[src/rtl/input_layer_pkg.sv]
// Shared types and constants for the input-layer int8->fp8 cast path.
package input_layer_pkg;

  localparam int PIX_PER_WORD = 4;
  localparam int FP8_EXP_BIAS = 15;
  localparam int FP8_EXP_W    = 5;
  localparam int FP8_MANT_W   = 2;

  typedef enum logic [2:0] {
    ST_IDLE,
    ST_LOAD,
    ST_CONV,
    ST_DRAIN,
    ST_OUT,
    ST_DONE
  } state_e;

endpackage

[src/rtl/input_layer_ctrl_int2float8.sv]
// Unsigned int8 -> fp8 (1/5/2) converter or pass-through, one registered stage.
// Latency 1 cycle, free-running: no stall input, the caller decides when a result is used.
module int2float8
  import input_layer_pkg::*;
(
  input  logic       clk,
  input  logic       reset_n,
  input  logic       cast_,
  input  logic [7:0] in_byte,
  output logic [7:0] out_byte
);

  logic [7:0]            out_q, out_d;
  logic [2:0]            lead;
  logic [10:0]           ext;
  logic [FP8_MANT_W:0]   m3;
  logic [FP8_EXP_W-1:0]  exp_v;
  logic [8:0]            v9, rnd;

  always_comb begin
    lead = '0;
    for (int i = 0; i < 8; i++) begin
      if (in_byte[i]) lead = 3'(i);
    end
    // three bits below the leading one, zero-filled when they run off the bottom
    ext   = {in_byte, 3'b000};
    m3    = ext[lead +: 3];
    exp_v = FP8_EXP_W'(FP8_EXP_BIAS) + FP8_EXP_W'(lead);
    v9    = {1'b0, exp_v, m3};
    rnd   = (v9[7:0] == 8'hFF) ? v9 : v9 + 9'd1;
    out_d = in_byte;
    if (cast_) out_d = (in_byte == 8'h00) ? 8'h00 : rnd[8:1];
  end

  always_ff @(posedge clk) begin
    if (!reset_n) out_q <= '0;
    else          out_q <= out_d;
  end

  assign out_byte = out_q;

endmodule

[src/rtl/input_layer_ctrl.sv]
// Frame sequencer: one input word -> four bytes through a single int2float8 -> one packed output word.
// Latency 6 cycles from input handshake to out_valid; out_ready only holds the OUT state.
module input_layer_ctrl
  import input_layer_pkg::*;
#(
  parameter int WPR_W  = 10,
  parameter int ROWS_W = 10
) (
  input  logic              clk,
  input  logic              reset_n,
  input  logic              cfg_start,
  input  logic              cfg_cast,
  input  logic [WPR_W-1:0]  cfg_wpr,
  input  logic [ROWS_W-1:0] cfg_rows,
  output logic              busy,
  output logic              done,
  input  logic              in_valid,
  output logic              in_ready,
  input  logic [31:0]       in_data,
  output logic              out_valid,
  input  logic              out_ready,
  output logic [31:0]       out_data,
  output logic              out_eol,
  output logic              out_eof
);

  state_e              state_q, state_d;
  logic [31:0]         shift_q, shift_d;
  logic [31:0]         pack_q, pack_d;
  logic [1:0]          k_q, k_d;
  logic                wr_vld_q, wr_vld_d;
  logic [1:0]          wr_idx_q, wr_idx_d;
  logic [WPR_W-1:0]    col_q, col_d, wpr_q, wpr_d;
  logic [ROWS_W-1:0]   row_q, row_d, rows_q, rows_d;
  logic                cast_q, cast_d;
  logic                busy_q, busy_d, done_q, done_d;
  logic                out_valid_q, out_valid_d;
  logic                eol_q, eol_d, eof_q, eof_d;
  logic                eol_now, eof_now;
  logic [7:0]          conv_in, conv_out;

  int2float8 u_conv (
    .clk      (clk),
    .reset_n  (reset_n),
    .cast_    (cast_q),
    .in_byte  (conv_in),
    .out_byte (conv_out)
  );

  assign conv_in = (state_q == ST_CONV) ? shift_q[7:0] : 8'h00;
  assign eol_now = (col_q == wpr_q - WPR_W'(1));
  assign eof_now = eol_now && (row_q == rows_q - ROWS_W'(1));

  always_comb begin
    state_d  = state_q;
    shift_d  = shift_q;
    pack_d   = pack_q;
    k_d      = k_q;
    wr_vld_d = 1'b0;
    wr_idx_d = k_q;
    col_d    = col_q;
    row_d    = row_q;
    wpr_d    = wpr_q;
    rows_d   = rows_q;
    cast_d   = cast_q;
    eol_d    = eol_q;
    eof_d    = eof_q;

    // result of the byte issued last cycle lands in its pack slot
    if (wr_vld_q) pack_d[{wr_idx_q, 3'b000} +: 8] = conv_out;

    case (state_q)
      ST_IDLE: begin
        if (cfg_start) begin
          cast_d  = cfg_cast;
          wpr_d   = cfg_wpr;
          rows_d  = cfg_rows;
          col_d   = '0;
          row_d   = '0;
          state_d = (cfg_wpr == '0 || cfg_rows == '0) ? ST_DONE : ST_LOAD;
        end
      end
      ST_LOAD: begin
        if (in_valid) begin
          shift_d = in_data;
          k_d     = '0;
          state_d = ST_CONV;
        end
      end
      ST_CONV: begin
        wr_vld_d = 1'b1;
        shift_d  = shift_q >> 8;
        k_d      = k_q + 2'd1;
        if (k_q == 2'(PIX_PER_WORD - 1)) state_d = ST_DRAIN;
      end
      ST_DRAIN: begin
        eol_d   = eol_now;
        eof_d   = eof_now;
        state_d = ST_OUT;
      end
      ST_OUT: begin
        if (out_ready) begin
          if (eol_now) begin
            col_d = '0;
            row_d = row_q + ROWS_W'(1);
          end else begin
            col_d = col_q + WPR_W'(1);
          end
          eol_d   = 1'b0;
          eof_d   = 1'b0;
          state_d = eof_q ? ST_DONE : ST_LOAD;
        end
      end
      ST_DONE: state_d = ST_IDLE;
      default: state_d = ST_IDLE;
    endcase

    busy_d      = (state_d == ST_LOAD) || (state_d == ST_CONV) ||
                  (state_d == ST_DRAIN) || (state_d == ST_OUT);
    done_d      = (state_d == ST_DONE);
    out_valid_d = (state_d == ST_OUT);
  end

  always_ff @(posedge clk) begin
    if (!reset_n) begin
      state_q     <= ST_IDLE;
      shift_q     <= '0;
      pack_q      <= '0;
      k_q         <= '0;
      wr_vld_q    <= 1'b0;
      wr_idx_q    <= '0;
      col_q       <= '0;
      row_q       <= '0;
      wpr_q       <= '0;
      rows_q      <= '0;
      cast_q      <= 1'b0;
      busy_q      <= 1'b0;
      done_q      <= 1'b0;
      out_valid_q <= 1'b0;
      eol_q       <= 1'b0;
      eof_q       <= 1'b0;
    end else begin
      state_q     <= state_d;
      shift_q     <= shift_d;
      pack_q      <= pack_d;
      k_q         <= k_d;
      wr_vld_q    <= wr_vld_d;
      wr_idx_q    <= wr_idx_d;
      col_q       <= col_d;
      row_q       <= row_d;
      wpr_q       <= wpr_d;
      rows_q      <= rows_d;
      cast_q      <= cast_d;
      busy_q      <= busy_d;
      done_q      <= done_d;
      out_valid_q <= out_valid_d;
      eol_q       <= eol_d;
      eof_q       <= eof_d;
    end
  end

  assign in_ready  = (state_q == ST_LOAD);
  assign busy      = busy_q;
  assign done      = done_q;
  assign out_valid = out_valid_q;
  assign out_data  = pack_q;
  assign out_eol   = eol_q;
  assign out_eof   = eof_q;

endmodule

[config.mk]
export PLATFORM = sky130hd
export DESIGN_NAME = input_layer_ctrl
export DESIGN_NICKNAME = d
export VERILOG_FILES = /design/src/rtl/input_layer_pkg.sv /design/src/rtl/input_layer_ctrl_int2float8.sv /design/src/rtl/input_layer_ctrl.sv
export SDC_FILE = /design/constraint.sdc
export NUM_CORES = 1
export LEC_CHECK = 0
export CORE_MARGIN = 5
export CORE_UTILIZATION = 45
export CTS_BUF_LIST = sky130_fd_sc_hd__clkbuf_16
export CTS_CLUSTER_SIZE = 14
export DETAILED_ROUTE_END_ITERATION = 12
export PLACE_DENSITY_LB_ADDON = 0.12
export SYNTH_ARGS = -nofsm -noshare
export SYNTH_HDL_FRONTEND = slang
export SYNTH_SLANG_ARGS = --single-unit
[constraint.sdc]
create_clock -name clk -period 2.8 [get_ports clk]
set_clock_uncertainty 0.1 [all_clocks]
set_input_delay 0.28 -clock clk [delete_from_list [all_inputs] [get_ports clk]]
set_output_delay 0.28 -clock clk [all_outputs]
set_load 0.01 [all_outputs]
==> summary.txt <==
STA
  – Crit path time final: 2746 ps
  – Final Max Tran Viols: 0
  – Max Fclk: 364.2 MHz
  – Fin crit share: between 90% and 100%
  – Fin. Hold Viols: 0
  – Final WS setup: 54.15 ps
  – Slew @ Worst Pin: 885.8 ps
  – Endpoints failing setup: 0
  – Slew headroom: 40.73%
  – Worst hold margin: 307.2 ps
  – TNS Setup: 0 ps

CTS
  – Hold buffers post-CTS: 0
  – H-tree levels: 4
  – Clock-pin slew on the worst setup and hold paths: 60 ps
  – Cts bufs inserted: 17
  – Clock sink count: 126
  – Max clock buf depth: 2
  – CTS tree: yes
  – Skew-Pair Late Insertion Delay: 420 ps
  – Clock Root Buffer: clkbuf_16

Job
  – MaxCap Viol Count: 0

Die
  – IO Pins: 96
  – Initial Util: 46.10%
  – Die height: around 120 µm
  – Core ar.: 12,720 µm²
  – Chip Width: 124.2 µm
  – Site Rows: 41
  – Total die area: between 15,000 and 20,000 µm²

Critical path
  – Startpoint types: flop
  – CP Data Arrival Time: 3000 ps
  – Critical path class: reg -> reg
  – CP endpoint kind: flop
  – Critical path's slowest cell: or4_4
  – Critical-path cell list: or4_4 > or4_4 > a211oi_4 > nand2_4 > or4b_1 > a21oi_1
  – Critical Path Most Common Cell: or4_4
  – Worst stage delay on the critical path: 560 ps
  – WP data required: approximately 3000 ps
  – Crit-path max FO: 8

Layout
  – Share of cells above drive strength 1: between 10% and 20%
  – Fin area: 7714 µm²
  – Fillers: 1,215
  – Seq. cell area: 2527 µm²
  – Ant diodes: 0
  – NumNets Final: 898
  – P&R area growth vs syn: 31.53%
  – Footprint of the multi-input gates: 3156 µm²

Power
  – Switching power: 0.001158 W
  – Lkg Pwr: 2.813 nW
  – PwrDens: 592.4 nW/µm²
  – Combinational cell fraction of total power: 11.9%
  – Clock Power Share: about 46%
  – Internal power: 0.003411 W
  – Switching share of power: 25.34%
  – Maximum VDD drop: approximately 450 µV
  – Sequential share of power: a little over two fifths

Place
  – Port-buffer cells: 95
  – Dpl ws: -44.82 ps
  – HPWL Detailed: 11.38 mm
  – DP Area: 7048 µm²
  – RePlAce Congestion: approximately 0.96

Routing
  – # DRC: 0
  – First-pass iteration count of the detailed router: 5
  – Total wire length: roughly 16 mm
  – Vias per cell: about 5.6
  – Routed len/inst: around 15 µm
  – Post-route ant nets: 0
  – DRT iter0 DRCs: 500
  – Total number of vias: 5,677

Synthesis
  – Syn Nets: 792
  – Syn. warnings: 0
  – EDFF count, synth: 0
  – Sequential share of the synthesized area: between 40% and 50%
  – Most used DFF post-synth: dfxtp_1
  – Syn Std Cell Area: a little under 6000 µm²
  – Leading area contributor after synthesis: dfxtp_1
  – Post-synth ARST share: 0%
  – Mapped Avg Cell Area: 8.145 µm²
  – Top cell type's share of synthesized area: between 40% and 50%
  – Synthesis-stage register bit count: 126
  – Syn Inst Count: 720
  – Commonest cells in the netlist: 126 x dfxtp_1, 105 x nand2_1, 89 x nor2_1
  – Synth cell types: 60
  – Top-count cell post-synth: dfxtp_1
  – Top post-synthesis cells by area: dfxtp_1 43%, nand2_1 6.7%, a22oi_1 5.8%

Hold path
  – Hold WC Path Type: in -> reg

Global route
  – Total congestion overflow: 0
  – Met1 usage: 28.65%
  – Vias in the first global route: 5,395
  – Grt met3 use: 6.449%
  – Initial antenna violation count: 0
  – Global-route wire length before repair: 25.78 mm
  – Met2 usage: 31.49%
  – GR peak layer: met2
  – Largest net degree at the start of global routing: 43
  – All-Layer GR Usage: 21.10%

Status
  – Status: finished, final reports clean
## registers in the layout, indices dropped and copies added (netlist names)
signal	count
out_data	32
cast_q	1
busy	1
rows_q	10
state_q	3
wpr_q	10
out_valid	1
u_conv.out_byte	8
shift_q	32
col_q	10
out_eof	1
out_eol	1
row_q	10
wr_vld_q	1
done	1
k_q	2
wr_idx_q	2
## area by class of cell
cell class	instances	area share, %
clock buffers	17	5.515
clock inverters	15	1.946
inverters	21	1.022
multi-input cells	537	40.91
flip-flops and latches	126	32.77
well taps	172	2.790
repair buffers	123	15.05
## worst paths after layout
path / start / end / slack (ps) / cells past startpoint
worst max register to register: wpr_q[2] / row_q[8] / 50 / 6
worst min register to register: shift_q[8] / shift_q[8] / 360 / 2
worst min-delay path: in_data[26] / shift_q[26] / 310 / 3
worst max-delay path: wpr_q[2] / row_q[8] / 50 / 6
## stage by stage
step / util (%) / std cells / total power, W
after detailed placement: 55.40 / 972 / 0.002463
after floorplan: - / 720 / 0.002262
after global routing: 60.63 / 1011 / 0.004777
after global placement: 55.40 / 972 / 0.002449
after CTS: 59.96 / 1004 / 0.004576
final: 60.63 / 1011 / 0.004569
## layer usage
layer / routed length, µm / vias to the layer above
li1: - / 2811
met1: 7264 / 2651
met2: 6930 / 182
met3: 941 / 33
met4: 405 / 0
met5: 0 / -
## logic make-up after synthesis
logic type               after synthesis  synth area share, %
AO/OA/AOI/OAI                        188                21.36
flip-flops                           126                43.01
AND/OR/NAND/NOR                      304                24.17
multiplexers                           1               0.1707
XOR/XNOR                              29                4.331
buffers and inverters                 58                3.969
adder cells (fa/ha/maj)               14                2.987
## what timing repair did
item	in CTS	in global routing
buffers inserted	0	6
pin swaps	0	2
endpoints found under the setup margin	6	12
cloned	0	1
gates resized for setup	1	12
## critical path: cells and delay by family (launching register included)
kind	cells	cell delay, ps
AO/OA/AOI/OAI	2	480
flip-flops	1	350
AND/OR/NAND/NOR	4	1740
## placed cells by master (no fill, tap or decap), types with 15 or more instances in the layout
cell,n
nand2_1,105
a22oi_1,45
dfxtp_1,122
clkbuf_16,17
xor2_1,15
inv_1,21
o21ai_0,21
a21oi_1,61
nand3_1,25
nor2_1,88
buf_4,28
clkdlybuf4s50_1,95
## power groups by stage
stage | Combinational [W] | Sequential, W | Clock (W)
finish | 0.000545 | 0.00192 | 0.00211
global route | 0.000609 | 0.00192 | 0.00224
CTS | 0.000515 | 0.00191 | 0.00215
detailed placement | 0.000511 | 0.00195 | 0
global placement | 0.000499 | 0.00195 | 0
floorplan | 0.000329 | 0.00193 | 0
(Power assumes the default switching activity.)
